[src/rtl/branch_redirect_ctrl.sv]
// ID-stage branch/jump resolver: waits on forwarded operands, resolves
// BEQ/BNE/J/JR and issues a registered one-cycle PC redirect plus flush.
// Ports: clk, rst (async, active-high); ID decode flags id_valid/id_beq/
// id_bne/id_j/id_jr, opnd_ready, rs_val, rt_val, ext_imm, pc_plus_4, jidx;
// outputs stall_if_id (comb), flush_if_id, pc_redirect, redirect_pc, err.
// Optional macro BR_STATS_EN adds br_taken_cnt and br_resolved_cnt.
// PC_W must exceed 28 so the J-format region bits exist.
module branch_redirect_ctrl #(
  parameter int PC_W     = 32,
  parameter int WAIT_MAX = 15
) (
  input  logic            clk,
  input  logic            rst,
  input  logic            id_valid,
  input  logic            id_beq,
  input  logic            id_bne,
  input  logic            id_j,
  input  logic            id_jr,
  input  logic            opnd_ready,
  input  logic [PC_W-1:0] rs_val,
  input  logic [PC_W-1:0] rt_val,
  input  logic [PC_W-1:0] ext_imm,
  input  logic [PC_W-1:0] pc_plus_4,
  input  logic [25:0]     jidx,
`ifdef BR_STATS_EN
  output logic [31:0]     br_taken_cnt,
  output logic [31:0]     br_resolved_cnt,
`endif
  output logic            stall_if_id,
  output logic            flush_if_id,
  output logic            pc_redirect,
  output logic [PC_W-1:0] redirect_pc,
  output logic            err
);

  typedef enum logic [1:0] {
    IDLE,
    WAIT_OPND,
    REDIRECT
  } state_t;

  state_t          state;
  logic [7:0]      cnt;
  logic            ctl;
  logic            needs;
  logic            waiting;
  logic            resolve;
  logic            taken;
  logic [PC_W-1:0] target;
  logic [PC_W-1:0] bta;
  logic [PC_W-1:0] jta;

  assign ctl   = id_valid & (id_beq | id_bne | id_j | id_jr);
  // J is the only control op that does not read registers
  assign needs = id_jr | ~id_j;

  assign waiting = ctl & needs & ~opnd_ready;
  assign resolve = (state != REDIRECT) & ctl & ~waiting;

  assign stall_if_id = ~rst & (state != REDIRECT) & waiting;

  // shifting the full vector drops the top two offset bits
  assign bta = (ext_imm << 2) + pc_plus_4;
  assign jta = {pc_plus_4[PC_W-1:28], jidx, 2'b00};

  // several flags may be set at once: jr > j > bne > beq
  always_comb begin
    taken  = 1'b0;
    target = bta;
    priority case (1'b1)
      id_jr: begin
        taken  = 1'b1;
        target = rs_val;
      end
      id_j: begin
        taken  = 1'b1;
        target = jta;
      end
      id_bne: taken = (rs_val != rt_val);
      id_beq: taken = (rs_val == rt_val);
      default: taken = 1'b0;
    endcase
  end

  always_ff @(posedge clk or posedge rst) begin
    if (rst) begin
      state       <= IDLE;
      cnt         <= '0;
      flush_if_id <= 1'b0;
      pc_redirect <= 1'b0;
      redirect_pc <= '0;
      err         <= 1'b0;
    end else begin
      flush_if_id <= 1'b0;
      pc_redirect <= 1'b0;
      case (state)
        IDLE: begin
          if (waiting) begin
            state <= WAIT_OPND;
            cnt   <= 8'd1;
          end else if (ctl && taken) begin
            state       <= REDIRECT;
            pc_redirect <= 1'b1;
            flush_if_id <= 1'b1;
            redirect_pc <= target;
          end
        end
        WAIT_OPND: begin
          if (!ctl) begin
            state <= IDLE;
            cnt   <= '0;
          end else if (waiting) begin
            if (cnt != 8'hFF) cnt <= cnt + 8'd1;
            if (cnt == 8'(WAIT_MAX)) err <= 1'b1;
          end else begin
            cnt <= '0;
            if (taken) begin
              state       <= REDIRECT;
              pc_redirect <= 1'b1;
              flush_if_id <= 1'b1;
              redirect_pc <= target;
            end else begin
              state <= IDLE;
            end
          end
        end
        REDIRECT: state <= IDLE;
        default:  state <= IDLE;
      endcase
    end
  end

`ifdef BR_STATS_EN
  always_ff @(posedge clk or posedge rst) begin
    if (rst) begin
      br_taken_cnt    <= '0;
      br_resolved_cnt <= '0;
    end else if (resolve) begin
      br_resolved_cnt <= br_resolved_cnt + 32'd1;
      if (taken) br_taken_cnt <= br_taken_cnt + 32'd1;
    end
  end
`endif

endmodule

[config.mk]
export PLATFORM = sky130hd
export DESIGN_NAME = branch_redirect_ctrl
export DESIGN_NICKNAME = d
export VERILOG_FILES = /design/src/rtl/branch_redirect_ctrl.sv
export SDC_FILE = /design/constraint.sdc
export NUM_CORES = 1
export LEC_CHECK = 0
export ABC_AREA = 1
export CAP_MARGIN = 20
export CORE_UTILIZATION = 49
export DETAILED_ROUTE_END_ITERATION = 8
export GPL_ROUTABILITY_DRIVEN = 0
export PLACE_DENSITY = 0.89
export REMOVE_ABC_BUFFERS = 1
export SLEW_MARGIN = 5
export SYNTH_ARGS = -nofsm -noshare
export SYNTH_HDL_FRONTEND = slang
export SYNTH_SLANG_ARGS = --single-unit
[constraint.sdc]
create_clock -name clk -period 6.2 [get_ports clk]
set_clock_uncertainty 0.1 [all_clocks]
set_input_delay 1.24 -clock clk [delete_from_list [all_inputs] [get_ports clk]]
set_output_delay 1.24 -clock clk [all_outputs]
set_load 0.02 [all_outputs]
Word-level counts from Yosys, hierarchy flattened
Index checks and enable logic that the tools add are counted.
{ "word_totals": {"word_cells": 70, "output_inout_bits": 36, "regBits": 44} }
{ "op_classes": {"addsub": 2, "reduce_logical": 7, "eq_ne": 15, "bitwise": 12, "mux": 29} }
{ "ops": {"columns": ["cell", "count"], "rows": [
  ["32-bit two-way mux", 7],
  ["32-bit case mux with 2 select lines", 1],
  ["32-bit adder", 1],
  ["32-bit equality test", 1],
  ["8-bit two-way mux", 4],
  ["32-bit != test", 1],
  ["8-bit case mux with 2 select lines", 1],
  ["2-bit != test (second input constant)", 7],
  ["2-bit two-way mux", 5],
  ["1-bit two-way mux", 9],
  ["8-bit by 1-bit adder with 8-bit output (second input constant)", 1],
  ["8-bit by 4-bit equality test with 1-bit output (second input constant)", 1],
  ["8-bit != test (second input constant)", 1],
  ["3-bit != test (second input constant)", 2],
  ["6-bit AND reduction", 1],
  ["1-bit bitwise AND", 5],
  ["4-bit != test (second input constant)", 1],
  ["1-bit bitwise OR", 4],
  ["2-bit case mux with 2 select lines", 1],
  ["4-bit AND reduction", 1],
  ["1-bit NOT", 3],
  ["3-bit AND reduction", 1],
  ["2-bit by 1-bit equality test with 1-bit output (second input constant)", 1],
  ["2-bit zero test", 1],
  ["4 further kinds", 4]
]} }

Longest topological paths before layout
Gate-level depths: netlist (run 1).
{ "depth": {"ltp_word": 9, "mapped_depth": 15, "mapped_depth_nobuf": 15} }

Worst setup path before layout (run 1)
OpenSTA, ideal clock, no wires.
{ "synth_timing": {"path_type": "input port to output port", "start": "input rst", "end": "output stall_if_id", "path_slack_ps": 2119, "cell_stages": 3, "t_arrival_ps": 2741, "path_buffers": 0, "required_ps": 4860, "cell_sequence": "inv_1 o21ai_0 nor2_1"} }
{ "synth_between": {"elab_chain_len": 3} }
{ "synth_lines": {"columns": ["item", "line", "rtl"], "rows": [
  ["start: declaration", "13", "input logic rst,"],
  ["1-bit NOT", "60", "assign stall_if_id = ~rst & (state != REDIRECT) & waiting;"],
  ["1-bit bitwise AND (2 in series)", "60", null],
  ["end: declaration", "29", "output logic stall_if_id,"]
]} }
No other way between the ends.

Worst setup path in the final report (run 1)
{ "layout_timing": {"start": "input id_jr", "end": "output stall_if_id"} }
{ "layout_between": {"elab_chain_len": 5} }
{ "layout_lines": {"columns": ["item", "line", "rtl"], "rows": [
  ["start: declaration", "18", "input logic id_jr,"],
  ["1-bit bitwise OR", "53", "assign ctl = id_valid & (id_beq | id_bne | id_j | id_jr);"],
  ["1-bit bitwise AND", "53", null],
  ["1-bit bitwise AND * (2 in series)", "57", "assign waiting = ctl & needs & ~opnd_ready;"],
  ["1-bit bitwise AND *", "60", null]
]} }
Mark *: on every way between the ends. The rest lies on a longest branch, timed or not.

==> results_dict.tcl, run 1 <==
set metrics [dict create \
    status "finished, final reports clean" \
    power_density_nw_per_um2 162 \
    yosys_warnings 0 \
    maxSlewViolCount 0 \
    grt_pass1_vias 6003 \
    fp.dieH_um 105 \
    area_growth_pct 41.6 \
    synth_largest_area_cell "nand2_1" \
    num_antenna_cells 0 \
    ys_async_sr_fraction 1.00 \
    drcViolationCount 0 \
    rsz0062_at_grt "no" \
    tightest_slew_ns 0.780 \
    m1WireLength_um 7260 \
    hold_class "reg2reg" \
    clkLatencyLatePin_ns 0.30 \
    ios 198 \
    syn_area_per_cell_um2 5.66 \
    synth-seq-area-share 0.213 \
    track_usage 0.325 \
    synthXorXnorAreaFrac 0.0322 \
    wl_met2_um 8030 \
    r2r_cells 7 \
    post_cts_resized 0 \
    synth.distinct_cells 43 \
    yosys.area_share.simple 0.446 \
    clk_pin_slew_ns 0.09 \
    synth_top_cell_area_share 0.290 \
    core_um2 10300 \
    r2r_slack_ns 3.99 \
    peakVddDrop_uv 127 \
    routedWlPerCell_um 14.2 \
    synthMuxAreaShare 0 \
    synth_compound_area_frac 0.113 \
    arrival_ns 3.47 \
    power.share.combinational 0.528 \
    dp_hpwl_um 14300 \
    drive_above_1_share 0.0272 \
    overflow 0 \
    synth_edf_count 0 \
    grt_pass1_wl_um 28300 \
    start_util 0.503 \
    fin_tns_setup_ns 0 \
    swShare 0.399 \
    netlist_instances 914 \
    synth.cell_area_um2 5170 \
    post-cts-setup-buffer-count 0 \
    drtIter0Drc 382 \
    die_area_um2 11000 \
    fin_crit_sh 0.776 \
    r2r_end "redirect_pc[15]" \
    via_per_inst 5.20 \
    cts_hold_buf 0 \
    rr_startpoint "state[1]" \
    root_buffer "clkbuf_8" \
    fmax_ghz 0.208 \
    grt_max_degree 45 \
    whs_path_depth 1 \
    synth_top_family_by_area "simple AND/OR/NAND/NOR gates" \
    cts_tree "built" \
    finalNetCount 1296 \
    finalCriticalPeriod_ns 4.81 \
    drt_first_pass_iters 5 \
    antenna_found_initial 0 \
    critPathMaxStageDelay_ns 0.53 \
    dr_wl_met3_um 1650 \
    slowest_stage "clkdlybuf4s50_1" \
    p_switching_w 0.000474 \
    cap_violations 0 \
    synthFlopType "dfrtp_1" \
    min-delay-start "err" \
    cp-end-kind "output port" \
    worst-path-buf-inv 4 \
    cts_buffers 5 \
    cp_max_fo 30 \
    finalHoldViolCount 0 \
    pwr-share-clk 0.162 \
    htreeDepth 2 \
    p_leak_nw 3.79 \
    synthAdderAreaFrac 0.0765 \
    die_x_um 105 \
    num_vias 6449 \
    routed_wl_um 17600 \
    cts_sinks 44 \
    crit_family "buffers and inverters" \
    synth.ff_latch_count 44 \
    setup_viol 0 \
    crit_chain "clkdlybuf4s50_1, inv_2, nand2_1, inv_2, nor2_4, nand3_4, nor2_1, clkdlybuf4s50_1" \
    p_seq_frac 0.310 \
    crit_path_start_kind "input pin" \
    path_class "in2out" \
    rows 37 \
    slew_headroom 0.478 \
    port_buffers 195 \
    antenna_left 0 \
    netlist_top_cells_area "nand2_1 (29%), dfrtp_1 (21%), inv_1 (9.7%)" \
    total_power_w 0.00119 \
    cp.required_ns 4.86 \
    holdPathEnd "err" \
    highest_layer "met4" \
    clk_path_buf_depth 2 \
    intPower_w 0.000714 \
    nFillCells 917 \
]
## area by class of cell
type / count / area, um2 / area share
clock inverter: 1 / 7.51 / 0.00103
inverter: 141 / 532 / 0.0726
timing repair buffer: 198 / 1970 / 0.270
tap: 136 / 170 / 0.0232
multi-input combinational: 713 / 3450 / 0.471
clock buffer: 7 / 86.3 / 0.0118
sequential: 44 / 1100 / 0.150
## worst max-delay path by stage
stage / start / slack (ns) / cells past startpoint / end
after floorplan: rst / 2.12 / 3 / stall_if_id
after global placement: id_jr / 1.42 / 8 / stall_if_id
after detailed placement: id_jr / 1.41 / 8 / stall_if_id
after CTS: id_jr / 1.39 / 8 / stall_if_id
after global routing: id_jr / 1.25 / 8 / stall_if_id
final: id_jr / 1.39 / 8 / stall_if_id
## cell usage after synthesis (2+ instances only)
master    count
o211ai_1      6
o221ai_1      4
nand2_1     400
xnor2_1      15
nand3b_1      3
a21o_1        2
o21bai_1      7
a22oi_1       2
nor2_1       72
nor2_4        3
dfrtp_1      44
inv_2         6
nor3_1        4
clkbuf_1      7
ha_1         30
inv_1       134
nor2_2        2
buf_2         3
nand4_1      13
nand3_1      50
o21ai_0      38
buf_4         4
a21oi_1      37
and2_1        5
or2_2         2
xor2_1        4
## per-stage QoR
stage / setup WS (ns) / instance area (um2) / std cells / hold WS, ns / util
2_1_floorplan: 2.12 / 5080 / 898 / 0.357 / -
3_3_place_gp: 1.42 / 7230 / 1232 / 0.342 / 0.703
3_5_place_dp: 1.41 / 7230 / 1232 / 0.345 / 0.703
4_1_cts: 1.39 / 7320 / 1240 / 0.370 / 0.713
5_1_grt: 1.25 / 7320 / 1240 / 0.385 / 0.713
6_report: 1.39 / 7320 / 1240 / 0.365 / 0.713
## power by group through the flow
| stage | clock network, W | registers (W) | logic, W |
|---|---|---|---|
| after floorplan | 0 | 0.000425 | 0.000267 |
| after global placement | 0 | 0.000372 | 0.000609 |
| after detailed placement | 0 | 0.000370 | 0.000620 |
| after CTS | 0.000194 | 0.000368 | 0.000623 |
| after global routing | 0.000206 | 0.000375 | 0.000685 |
| final | 0.000192 | 0.000369 | 0.000627 |
## metal layers
| metal | up-vias | track usage |
|---|---|---|
| met1 | 2841 | 0.411 |
| met4 | 0 | 0.134 |
| met3 | 46 | 0.0580 |
| li1 | 3236 | - |
| met2 | 326 | 0.545 |
| met5 | - | 0 |
## registers in the layout, indices dropped and copies added, names as in the netlist
register / count
err: 1
redirect_pc: 32
state: 2
pc_redirect: 1
cnt: 8
## kinds of logic after synthesis
logic type | after synthesis
AOI/OAI and AO/OA | 102
and+or+nand+nor | 561
xor gates and xnor gates | 19
DFF | 44
adders and majority gates | 31
buffers and inverters | 157
## layout by cell type (no fill, tap or decap), types with 2 or more instances in the layout
cell type and n:
nand2_1 400, clkdlybuf4s50_1 195, inv_1 133, nor2_1 72
nand3_1 50, dfrtp_1 44, o21ai_0 38, a21oi_1 37
ha_1 30, xnor2_1 15, nand4_1 13, o21bai_1 7
inv_2 7, o211ai_1 6, clkbuf_8 6, and2_1 5
o221ai_1 4, nor3_1 4, xor2_1 4, nor2_4 3
nand3b_1 3, buf_4 3, nor2_2 2, a21o_1 2
a22oi_1 2, or2_2 2
No activity file was read; power rests on OpenSTA's default activity.
==> run 2: changes to the inputs <==
--- a/config.mk
+++ b/config.mk
@@ -7,10 +7,10 @@
 export LEC_CHECK = 0
 export ABC_AREA = 1
 export CAP_MARGIN = 20
-export CORE_UTILIZATION = 49
+export CORE_UTILIZATION = 41
 export DETAILED_ROUTE_END_ITERATION = 8
 export GPL_ROUTABILITY_DRIVEN = 0
-export PLACE_DENSITY = 0.89
+export PLACE_DENSITY = 0.8
 export REMOVE_ABC_BUFFERS = 1
 export SLEW_MARGIN = 5
 export SYNTH_ARGS = -nofsm -noshare
==> constraint.sdc (replaced) <==
create_clock -name clk -period 4.1 [get_ports clk]
set_clock_uncertainty 0.1 [all_clocks]
set_input_delay 0.82 -clock clk [delete_from_list [all_inputs] [get_ports clk]]
set_output_delay 0.82 -clock clk [all_outputs]
set_load 0.02 [all_outputs]
==> run 2 against run 1 <==
Setup slack got worse by 0.86 ns. Register-to-register slack got worse by 1.8 ns. Via count decreased by 3.2%. Sequential cell count unchanged. Final cell count increased by 2.8%. Largest power group unchanged.
==> results_dict.tcl, run 2 (same netlist as run 1, synthesis figures left out) <==
set metrics [dict create \
    status "finished, final reports clean" \
    core_um2 12200 \
    arrival_ns 2.66 \
    routedWlPerCell_um 14.2 \
    cts_sinks 44 \
    total_power_w 0.00199 \
    rows 40 \
    cp_max_fo 6 \
    setup_viol 0 \
    cts_tree "built" \
    drive_above_1_share 0.0307 \
    maxSlewViolCount 0 \
    finalHoldViolCount 0 \
    regMostFlops "redirect_pc" \
    cap_violations 0 \
    grt_max_degree 45 \
    die_x_um 114 \
    start_util 0.425 \
    via_per_inst 4.89 \
    root_buffer "clkbuf_16" \
    largest_register_ffs 32 \
    fin_crit_sh 0.872 \
    swShare 0.378 \
    crit_family "buffers and inverters" \
    antenna_left 0 \
    cts_hold_buf 0 \
    clkLatencyLatePin_ns 0.29 \
    port_buffers 195 \
    cp-end-kind "output port" \
    ios 198 \
    nFillCells 1182 \
    area_growth_pct 44.3 \
    clk_pin_slew_ns 0.07 \
    worst-path-buf-inv 4 \
    clk_path_buf_depth 2 \
    drtIter0Drc 443 \
    overflow 0 \
    die_area_um2 13100 \
    num_antenna_cells 0 \
    cp.required_ns 3.18 \
    peakVddDrop_uv 183 \
    cts_buffers 5 \
    p_seq_frac 0.279 \
    grt_pass1_vias 5801 \
    crit_chain "clkdlybuf4s50_1, inv_2, nand2_1, inv_2, nor2_4, nand3_4, nor2_1, clkdlybuf4s50_1" \
    slowest_stage "clkdlybuf4s50_1" \
    antenna_found_initial 0 \
    path_class "in2out" \
    pwr-share-clk 0.240 \
    rsz0062_at_grt "no" \
    routed_wl_um 18000 \
    critPathMaxStageDelay_ns 0.64 \
    drcViolationCount 0 \
    reg_top3 "redirect_pc (32), cnt (8), state (2)" \
    finalCriticalPeriod_ns 3.58 \
    fmax_ghz 0.280 \
    power_density_nw_per_um2 266 \
    htreeDepth 2 \
    drt_first_pass_iters 6 \
    finalNetCount 1299 \
    intPower_w 0.00123 \
    num_vias 6240 \
    hold_class "reg2reg" \
    post_cts_resized 0 \
    fp.dieH_um 114 \
    dp_hpwl_um 14800 \
    track_usage 0.280 \
    post-cts-setup-buffer-count 0 \
    crit_path_start_kind "input pin" \
    most-common-layout-cells "nand2_1 (400), clkdlybuf4s50_1 (195), inv_1 (133), nor2_1 (72), nand3_1 (50)" \
    p_switching_w 0.000751 \
    p_leak_nw 3.84 \
    fin_tns_setup_ns 0 \
    slew_headroom 0.594 \
    final_common_cell "nand2_1" \
    power.share.combinational 0.480 \
    tightest_slew_ns 0.610 \
    grt_pass1_wl_um 28600 \
]
==> run 2: metrics by stage <==
stage                util  area (um2)  std cells  setup WS, ns  hold slack [ns]
floorplan               -        5080        898         0.859            0.357
detailed placement  0.600        7290       1267         0.528            0.348
CTS                 0.614        7460       1275         0.518            0.368
global route        0.614        7460       1275         0.465            0.380
finish              0.614        7460       1275         0.523            0.359
global placement    0.600        7290       1267         0.544            0.342
==> run 2: worst register-to-register path, stage by stage (launching register included) <==
cell and delay (ns):
dfrtp_1 0.41, inv_1 0.10, nand3_1 0.08, nor2_1 0.15, nand2_2 0.28, inv_2 0.53, nand2_1 0.14, nand2_1 0.08
==> run 2: layout make-up <==
class                           count  area (um2)  share of cell area
Tap cell                          168         210              0.0282
Clock buffer                        5         125              0.0168
Clock inverter                      3        46.3             0.00620
Timing Repair Buffer              201        2000               0.268
Multi-Input combinational cell    713        3450               0.463
Sequential cell                    44        1100               0.148
Inverter                          141         532              0.0712
==> run 2: worst paths after layout <==
kind	to	from	slack, ns	cells past startpoint
max reg2reg	redirect_pc[12]	state[1]	2.18	7
max	stall_if_id	id_jr	0.52	8
min	err	err	0.36	1
min reg2reg	err	err	0.36	1
max in group asynchronous	redirect_pc[17]	rst	2.55	3
min in group asynchronous	cnt[3]	rst	0.92	3
==> run 2: power by group through the flow <==
stage | Sequential (W) | Clock (W) | Combinational [W]
after CTS | 0.000555 | 0.000479 | 0.000952
after detailed placement | 0.000559 | 0 | 0.000948
after floorplan | 0.000643 | 0 | 0.000404
after global placement | 0.000561 | 0 | 0.000934
final | 0.000555 | 0.000477 | 0.000954
after global routing | 0.000564 | 0.000497 | 0.00104
==> run 2: per-layer routing <==
metal  vias to the layer above  GRT usage  share of wire
met4                         0     0.0545          0.016
li1                       3241          -              -
met2                       253      0.486           0.46
met1                      2730      0.364           0.44
met3                        16     0.0529          0.084
met5                         -          0              0
